==> src/rtl/video_timing_pkg.sv <==
// Shared timing helpers, preset timing sets and the video bundle type
// consumed by the pattern generators and the TMDS path.
package video_timing_pkg;

    localparam int VTG_COORD_W = 16;

    typedef struct packed {
        int h_active;
        int h_fp;
        int h_sync;
        int h_bp;
        int v_active;
        int v_fp;
        int v_sync;
        int v_bp;
        bit hs_pol;
        bit vs_pol;
    } vtg_timing_t;

    localparam vtg_timing_t SVGA_800x600_60 = '{
        h_active: 800, h_fp: 40, h_sync: 128, h_bp: 88,
        v_active: 600, v_fp: 1,  v_sync: 4,   v_bp: 23,
        hs_pol: 1'b1, vs_pol: 1'b1
    };

    localparam vtg_timing_t VGA_640x480_60 = '{
        h_active: 640, h_fp: 16, h_sync: 96, h_bp: 48,
        v_active: 480, v_fp: 10, v_sync: 2,  v_bp: 33,
        hs_pol: 1'b0, vs_pol: 1'b0
    };

    typedef struct packed {
        logic                   hs;
        logic                   vs;
        logic                   de;
        logic [VTG_COORD_W-1:0] pixel_x;
        logic [VTG_COORD_W-1:0] pixel_y;
    } vtg_video_t;

    function automatic int axis_total(input int sync, input int bp,
                                      input int active, input int fp);
        return sync + bp + active + fp;
    endfunction

    function automatic int cnt_width(input int total);
        return (total > 1) ? $clog2(total) : 1;
    endfunction

endpackage

==> src/rtl/vtg_axis_counter.sv <==
// One raster axis (sync, back porch, active, front porch): a wrapping
// counter plus the region decodes of its current value.
module vtg_axis_counter
    import video_timing_pkg::*;
#(
    parameter int SYNC   = 1,
    parameter int BP     = 1,
    parameter int ACTIVE = 1,
    parameter int FP     = 1,
    parameter int W      = cnt_width(axis_total(SYNC, BP, ACTIVE, FP))
) (
    input  logic         pixelClk,
    input  logic         reset,
    input  logic         clear,
    input  logic         advance,
    output logic         wrap,
    output logic         atStart,
    output logic         inSync,
    output logic         inActive,
    output logic [W-1:0] activeIdx
);

    localparam int TOTAL     = axis_total(SYNC, BP, ACTIVE, FP);
    localparam int ACT_START = SYNC + BP;
    localparam int ACT_END   = ACT_START + ACTIVE;
    localparam int XW        = W + 1;

    logic [W-1:0]  count_reg;
    logic [W-1:0]  count_next;
    logic [XW-1:0] count_ext;
    logic          at_last;

    // One spare bit so region bounds equal to 2**W still compare correctly.
    assign count_ext = {1'b0, count_reg};
    assign at_last   = (count_ext == XW'(TOTAL - 1));

    always_comb begin
        count_next = count_reg;
        if (clear) begin
            count_next = '0;
        end else if (advance) begin
            count_next = at_last ? '0 : count_reg + W'(1);
        end
    end

    always_ff @(posedge pixelClk or posedge reset) begin
        if (reset) begin
            count_reg <= '0;
        end else begin
            count_reg <= count_next;
        end
    end

    assign wrap      = advance && at_last && !clear;
    assign atStart   = (count_ext == '0);
    assign inSync    = (count_ext < XW'(SYNC));
    assign inActive  = (count_ext >= XW'(ACT_START)) && (count_ext < XW'(ACT_END));
    assign activeIdx = W'(count_ext - XW'(ACT_START));

endmodule

==> src/rtl/video_timing_gen.sv <==
// Raster timing generator: hs/vs/de, active coordinates and line/frame
// pulses, all registered. Optional frameCount output under VTG_FRAME_CNT_EN.
module video_timing_gen
    import video_timing_pkg::*;
#(
    parameter int H_ACTIVE = SVGA_800x600_60.h_active,
    parameter int H_FP     = SVGA_800x600_60.h_fp,
    parameter int H_SYNC   = SVGA_800x600_60.h_sync,
    parameter int H_BP     = SVGA_800x600_60.h_bp,
    parameter int V_ACTIVE = SVGA_800x600_60.v_active,
    parameter int V_FP     = SVGA_800x600_60.v_fp,
    parameter int V_SYNC   = SVGA_800x600_60.v_sync,
    parameter int V_BP     = SVGA_800x600_60.v_bp,
    parameter bit HS_POL   = SVGA_800x600_60.hs_pol,
    parameter bit VS_POL   = SVGA_800x600_60.vs_pol,
    parameter int X_W      = 11,
    parameter int Y_W      = 11
) (
    input  logic           pixelClk,
    input  logic           reset,
    input  logic           enable,
    output logic           stopped,
    output logic           hs,
    output logic           vs,
    output logic           de,
    output logic [X_W-1:0] pixelX,
    output logic [Y_W-1:0] pixelY,
    output logic           frameStart,
    output logic           lineStart
`ifdef VTG_FRAME_CNT_EN
    ,
    output logic [15:0]    frameCount
`endif
);

    localparam int H_TOTAL = axis_total(H_SYNC, H_BP, H_ACTIVE, H_FP);
    localparam int V_TOTAL = axis_total(V_SYNC, V_BP, V_ACTIVE, V_FP);
    localparam int HW      = cnt_width(H_TOTAL);
    localparam int VW      = cnt_width(V_TOTAL);

    typedef enum logic {
        IDLE = 1'b0,
        RUN  = 1'b1
    } state_t;

    state_t state_reg, state_next;
    logic   run;

    logic          h_wrap, h_start, h_sync, h_active;
    logic [HW-1:0] h_idx;
    logic          frame_end, v_start, v_sync, v_active;
    logic [VW-1:0] v_idx;

    logic           hs_reg, hs_next;
    logic           vs_reg, vs_next;
    logic           de_reg, de_next;
    logic [X_W-1:0] pixel_x_reg, pixel_x_next;
    logic [Y_W-1:0] pixel_y_reg, pixel_y_next;
    logic           frame_start_reg, frame_start_next;
    logic           line_start_reg, line_start_next;
    logic           stopped_reg, stopped_next;

    assign run = (state_reg == RUN);

    vtg_axis_counter #(
        .SYNC   (H_SYNC),
        .BP     (H_BP),
        .ACTIVE (H_ACTIVE),
        .FP     (H_FP),
        .W      (HW)
    ) u_h_axis (
        .pixelClk  (pixelClk),
        .reset     (reset),
        .clear     (!run),
        .advance   (run),
        .wrap      (h_wrap),
        .atStart   (h_start),
        .inSync    (h_sync),
        .inActive  (h_active),
        .activeIdx (h_idx)
    );

    // The vertical wrap coincides with the last cycle of the frame.
    vtg_axis_counter #(
        .SYNC   (V_SYNC),
        .BP     (V_BP),
        .ACTIVE (V_ACTIVE),
        .FP     (V_FP),
        .W      (VW)
    ) u_v_axis (
        .pixelClk  (pixelClk),
        .reset     (reset),
        .clear     (!run),
        .advance   (h_wrap),
        .wrap      (frame_end),
        .atStart   (v_start),
        .inSync    (v_sync),
        .inActive  (v_active),
        .activeIdx (v_idx)
    );

    always_comb begin
        state_next = state_reg;
        case (state_reg)
            IDLE:    if (enable) state_next = RUN;
            RUN:     if (frame_end && !enable) state_next = IDLE;
            default: state_next = IDLE;
        endcase
    end

    always_comb begin
        hs_next          = ~HS_POL;
        vs_next          = ~VS_POL;
        de_next          = 1'b0;
        pixel_x_next     = '0;
        pixel_y_next     = '0;
        frame_start_next = 1'b0;
        line_start_next  = 1'b0;
        stopped_next     = (state_next == IDLE);
        if (run) begin
            hs_next          = h_sync ? HS_POL : ~HS_POL;
            vs_next          = v_sync ? VS_POL : ~VS_POL;
            de_next          = h_active && v_active;
            line_start_next  = h_start;
            frame_start_next = h_start && v_start;
            if (de_next) begin
                pixel_x_next = X_W'(h_idx);
                pixel_y_next = Y_W'(v_idx);
            end
        end
    end

    always_ff @(posedge pixelClk or posedge reset) begin
        if (reset) begin
            state_reg       <= IDLE;
            hs_reg          <= ~HS_POL;
            vs_reg          <= ~VS_POL;
            de_reg          <= 1'b0;
            pixel_x_reg     <= '0;
            pixel_y_reg     <= '0;
            frame_start_reg <= 1'b0;
            line_start_reg  <= 1'b0;
            stopped_reg     <= 1'b1;
        end else begin
            state_reg       <= state_next;
            hs_reg          <= hs_next;
            vs_reg          <= vs_next;
            de_reg          <= de_next;
            pixel_x_reg     <= pixel_x_next;
            pixel_y_reg     <= pixel_y_next;
            frame_start_reg <= frame_start_next;
            line_start_reg  <= line_start_next;
            stopped_reg     <= stopped_next;
        end
    end

    assign hs         = hs_reg;
    assign vs         = vs_reg;
    assign de         = de_reg;
    assign pixelX     = pixel_x_reg;
    assign pixelY     = pixel_y_reg;
    assign frameStart = frame_start_reg;
    assign lineStart  = line_start_reg;
    assign stopped    = stopped_reg;

`ifdef VTG_FRAME_CNT_EN
    // Counts in step with the frameStart register, so the new value and the pulse appear together.
    logic [15:0] frame_count_reg;

    always_ff @(posedge pixelClk or posedge reset) begin
        if (reset) begin
            frame_count_reg <= '0;
        end else if (frame_start_next) begin
            frame_count_reg <= frame_count_reg + 16'd1;
        end
    end

    assign frameCount = frame_count_reg;
`endif

endmodule

==> config.mk <==
export PLATFORM = sky130hd
export DESIGN_NAME = video_timing_gen
export DESIGN_NICKNAME = d
export VERILOG_FILES = /design/src/rtl/video_timing_pkg.sv /design/src/rtl/vtg_axis_counter.sv /design/src/rtl/video_timing_gen.sv
export SDC_FILE = /design/constraint.sdc
export NUM_CORES = 1
export LEC_CHECK = 0
export CORE_ASPECT_RATIO = 1.4
export CORE_MARGIN = 2
export CORE_UTILIZATION = 55
export DETAILED_ROUTE_END_ITERATION = 10
export PLACE_DENSITY_LB_ADDON = 0.1
export SYNTH_ARGS = -nofsm -noshare
export SYNTH_HDL_FRONTEND = slang
export SYNTH_SLANG_ARGS = --single-unit
export TNS_END_PERCENT = 10
==> constraint.sdc <==
create_clock -name pixelClk -period 1.8 [get_ports pixelClk]
set_input_delay 0.18 -clock pixelClk [delete_from_list [all_inputs] [get_ports pixelClk]]
set_output_delay 0.18 -clock pixelClk [all_outputs]
set_load 0.02 [all_outputs]
==> reports/qor.yml, run 1 <==
cts:
  tritoncts: "built"
  clock_sinks: 49
  root_buffer: "clkbuf_8"
  clkLatencyLatePin_ns: 0.30
  clk_transition_reported_paths_ns: 0.10
  h-tree-depth: 2
  cts_hold_buf: 0
  cts_made_buffers: 5
  cts_max_path_buffers: 2
route:
  route.detailed.drc: 0
  drtAntennaViolNets: 0
  drt_iter0_drc: 94
  wire_per_inst_um: 15.5
  vias: 1946
  wl_mm: 5.48
  drtPass1Iterations: 4
  viasPerCell: 5.51
global_route:
  first_global_vias: 1891
  grt_usage_pct: 23.9
  grt_max_degree: 18
  antenna_found_initial: 0
  overflow: 0
  grt_pass1_wl_mm: 9.16
yosys:
  synthTopCellsByArea: "dfrtp_1, nor2_1, xor2_1"
  syn_area_mm2: 0.00251
  yosysWarnings: 0
  synth_cell_type_count: 44
  yosys.area.top_type: "dfrtp_1"
  syn_avg_cell_area_um2: 9.99
  yosys_register_bits: 49
  ys_seq_area_share_pct: 48.9
  synthesis.nets: 259
  syn_inst: 251
  synth_top_area_share_pct: 47.9
pwr:
  powerDensity_mw_per_mm2: 903
  p_leak_nw: 1.35
  peakVddDrop_mv: 0.547
place:
  dpl_cell_area_mm2: 0.00291
  io_buffers: 29
  dp_hpwl_mm: 4.10
  dpl.cell_count: 345
  gp_congestion: 0.923
worst_setup_path:
  endpoint_kind: "register"
  cp_max_fo: 14
  worstSetupPathType: "register to register"
  r2r_setup_slack_ns: 0.1
  required_ns: 1.99
  worst_r2r_path_depth: 6
  r2r-end: "u_v_axis.count_reg[3]"
  reg2reg_from: "u_h_axis.count_reg[1]"
  start_kind: "register"
  arrival_ns: 1.90
die:
  initial_utilization_pct: 56.2
  fp.dieW_um: 61.1
  ios: 31
  die_area_mm2: 0.00513
  die_h_um: 83.9
  rows: 29
  core-area_mm2: 0.00446
timing:
  slew_violations: 0
  fin_hold_ws_ns: 0.158
  fin_tns_setup_ns: 0
  period_share_pct: 94.6
  rsz0062_at_grt: "no"
  setup_viol: 0
  finalCriticalPeriod_ns: 1.70
  hold_violations: 0
  fmax_mhz: 587
  finClkSkew_ns: 0.0107
layout:
  num_antenna_cells: 0
  design_area_mm2: 0.00305
  mostFrequentLayoutCell: "dfrtp_1"
  layoutNonFillerInstCount: 353
  area_growth_pct: 21.5
  final_nets: 298
  fin_util_pct: 68.3
  drive_gt1_share_pct: 15.8
  mostFrequentLayoutCells: "dfrtp_1, clkdlybuf4s50_1, nor2_1"
job:
  drv_cap: 0
min_path:
  hold_class: "input pin to asynchronous set/reset pin"
run_status:
  status: "finished clean"
## worst max-delay path by stage
stage	start	end	slack, ns	cells past startpoint
2_1_floorplan	u_h_axis.count_reg[0]	u_v_axis.count_reg[9]	0.13	8
3_3_place_gp	u_h_axis.count_reg[1]	u_v_axis.count_reg[5]	0.12	6
3_5_place_dp	u_h_axis.count_reg[1]	run	0.10	4
4_1_cts	u_h_axis.count_reg[1]	u_v_axis.count_reg[5]	0.07	6
5_1_grt	u_h_axis.count_reg[0]	frameStart	0.001	6
6_report	u_h_axis.count_reg[1]	u_v_axis.count_reg[3]	0.1	6
## per-stage QoR
step                worst slack [ns]  power, mW
finish                        0.0977       2.75
detailed placement             0.104       1.82
global placement               0.124       1.81
floorplan                      0.132       1.69
global route                 0.00118       2.88
CTS                           0.0671       2.77
## synthesized netlist by cell type
cell type	instances
o211ai_2	3
nand4b_1	3
nor2b_1	1
a41oi_4	1
nand3_1	15
o211ai_1	5
nand4_1	6
inv_1	11
nand2b_1	1
buf_4	5
or3_1	2
a21oi_1	5
xor2_1	11
a211oi_1	1
nor3b_1	3
o31a_1	1
or4b_1	1
buf_12	1
buf_2	7
nor3b_2	1
dfrtp_1	48
o21ai_0	7
o21ai_2	1
clkbuf_1	2
o21a_1	2
nor3_1	19
nor3_2	2
nand3b_1	1
nor4_1	3
nor2_1	27
mux2i_1	1
and4_1	4
conb_1	1
buf_6	5
o21ai_1	1
xnor2_1	9
and3_1	4
dfstp_2	1
o311ai_0	1
a21oi_2	1
and2_1	3
a31oi_1	2
nand2_1	17
ha_1	5
## critical path: stages, from the launching register on
cell,delay [ns]
dfrtp_1,0.42
ha_1,0.22
and4_2,0.29
and4_1,0.24
buf_12,0.15
a211oi_1,0.21
a21oi_1,0.06
## layer usage
| layer | GRT usage (%) | share of wire (%) | wire (µm) |
|---|---|---|---|
| met4 | 6.52 | 1.4 | 76 |
| met2 | 41.0 | 56 | 3050 |
| met3 | 4.50 | 2.6 | 143 |
| met5 | 0 | 0 | 0 |
| met1 | 29.5 | 40 | 2210 |
## cell families (layout without fill, tap and decap cells)
group | Yosys count | count (layout) | synth area share [%]
buffers and inverters | 31 | 71 | 7.88
other | 1 | 1 | 0.149
adder cells (fa/ha/maj) | 5 | 5 | 2.49
AND/OR/NAND/NOR | 113 | 113 | 23.7
AO/OA/AOI/OAI | 31 | 31 | 9.48
flip-flops | 49 | 49 | 48.9
XOR/XNOR | 20 | 20 | 6.98
multiplexers | 1 | 1 | 0.399
## repair_timing
action | in CTS | in global routing
endpoints found under the hold margin | 0 | 0
setup endpoints to repair | 0 | 17
gates resized for setup | 0 | 4
setup buffers | 0 | 0
## report_power, final
group	switching, mW	internal [mW]	total [mW]
Clock	0.381	0.559	0.940
Sequential	0.139	1.19	1.33
Combinational	0.263	0.223	0.487
Total	0.784	1.97	2.75
## cell type report
cell class                      count  area, µm²
Clock buffer                        5       68.8
Clock inverter                      3       68.8
Fill cell                         394       1410
Inverter                           11       41.3
Multi-Input combinational cell    171       1090
Sequential cell                    49       1230
Tap cell                           62       77.6
Timing Repair Buffer               52        475
Power figures use the tool's default switching activity.
==> run 2: changes to the inputs <==
- RECOVER_POWER: unset -> 100
==> run 2 against run 1 <==
First-iteration DRC count up 19%. Highest routed layer unchanged. Via count up 0.36%. Sequential share of layout area up 0.30 points. Clock power about the same. Flip-flop and latch count unchanged. Combinational power down 2%. Hold slack better by 0.23 ns. Count of clock-buffer cells in the layout unchanged. Critical path depth unchanged. Wire length down 0.11%. Register-to-register slack about the same. Maximum frequency up 0.20%.
==> reports/qor.yml, run 2 (synthesis gave the netlist of run 1 again) <==
run_status:
  status: "finished clean"
worst_setup_path:
  endpoint_kind: "register"
  max_stage_delay_ns: 0.42
  worst-path-buf-inv: 1
  arrival_ns: 1.90
  r2r_setup_slack_ns: 0.10
  cp_top_family: "simple AND/OR/NAND/NOR gates"
  required_ns: 2.00
  start_kind: "register"
  cp_cell_sequence: "ha_1, and4_2, and4_1, buf_12, a211oi_1, a21oi_1"
  worstSetupPathType: "register to register"
  cp_slowest_cell: "dfrtp_1"
  cp_max_fo: 14
die:
  core-area_mm2: 0.00446
  fp.dieW_um: 61.1
  initial_utilization_pct: 56.2
  die_h_um: 83.9
  die_area_mm2: 0.00513
  ios: 31
  rows: 29
timing:
  setup_ws_ns: 0.101
  max_slew_margin_pct: 57.4
  finClkSkew_ns: 0.0121
  period_share_pct: 94.4
  fin_tns_setup_ns: 0
  worstMarginPinSlew_ns: 0.639
  slew_violations: 0
  setup_viol: 0
  hold_violations: 0
  rsz0062_at_grt: "no"
  finalCriticalPeriod_ns: 1.70
  fmax_mhz: 589
  fin_hold_ws_ns: 0.389
global_route:
  grt_pass1_wl_mm: 9.16
  antenna_found_initial: 0
  grt_max_degree: 18
  first_global_vias: 1891
  overflow: 0
  grt_usage_pct: 23.9
layout:
  mostFrequentLayoutCell: "dfrtp_1"
  area_growth_pct: 20.6
  mostFrequentLayoutCells: "dfrtp_1, dlygate4sd3_1, nor2_1"
  design_area_mm2: 0.00303
  drive_gt1_share_pct: 13.7
  fin_util_pct: 67.8
  final_nets: 298
  layoutNonFillerInstCount: 353
  num_antenna_cells: 0
cts:
  clkLatencyLatePin_ns: 0.31
  root_buffer: "clkbuf_8"
  cts_hold_buf: 0
  clock_sinks: 49
  h-tree-depth: 2
  tritoncts: "built"
  cts_max_path_buffers: 2
  cts_made_buffers: 5
  clk_transition_reported_paths_ns: 0.10
  postCtsSetupRepairBufs: 0
route:
  viasPerCell: 5.53
  vias: 1953
  wl_mm: 5.48
  route.detailed.drc: 0
  drtAntennaViolNets: 0
  wire_per_inst_um: 15.5
  drt_iter0_drc: 112
  drtPass1Iterations: 5
job:
  drv_cap: 0
pwr:
  peakVddDrop_mv: 0.547
  p_leak_nw: 1.41
  powerDensity_mw_per_mm2: 907
  power_mw: 2.75
place:
  pre_cts_ws_ns: 0.104
  gp_congestion: 0.923
  dpl.cell_count: 345
  dp_hpwl_mm: 4.10
  dpl_cell_area_mm2: 0.00291
  io_buffers: 29
min_path:
  hold_class: "input pin to asynchronous set/reset pin"
==> run 2: cell count changes in the layout (fill, tap and decap cells not counted), moves of 3 or more <==
cell             change
dlygate4sd3_1       +28
buf_4                -4
clkdlybuf4s50_1     -28
clkbuf_1             +3
==> run 2: path summary, 6_finish.rpt <==
check	startpoint	end	cells after the start
max	u_h_axis.count_reg[1]	u_v_axis.count_reg[3]	6
min	reset	u_v_axis.count_reg[3]	2
max reg2reg	u_h_axis.count_reg[1]	u_v_axis.count_reg[3]	6
min reg2reg	u_h_axis.count_reg[8]	hs	1
max in group asynchronous	reset	frameStart	3
min in group pixelClk	enable	stopped	2
==> run 2: final cells by class <==
class	instances	area (µm²)
clock buffer	5	68.8
clock inverter	3	68.8
fill	400	1440
inverter	11	41.3
multi-input combinational	171	1080
sequential	49	1230
tap	62	77.6
timing repair buffer	52	462
==> run 2: per-layer routing <==
metal  global-route usage, %  routed length (µm)  vias to the layer above
met4                    6.52                  76                        0
met2                    41.0                3080                       45
met5                       0                   0                        -
met1                    29.5                2140                      959
met3                    4.50                 176                        7
li1                        -                   -                      942
==> run 2: where the power goes <==
| part | internal (mW) | switching, mW | total (mW) |
|---|---|---|---|
| clock | 0.559 | 0.379 | 0.938 |
| combinational | 0.216 | 0.264 | 0.479 |
| sequential | 1.19 | 0.140 | 1.33 |
| total | 1.96 | 0.783 | 2.75 |
==> run 2: repair_timing <==
| item | 4_1_cts | 5_1_grt |
|---|---|---|
| setup endpoints to repair | 0 | 17 |
| resized for setup | 0 | 4 |
| endpoints found under the hold margin | 0 | 0 |
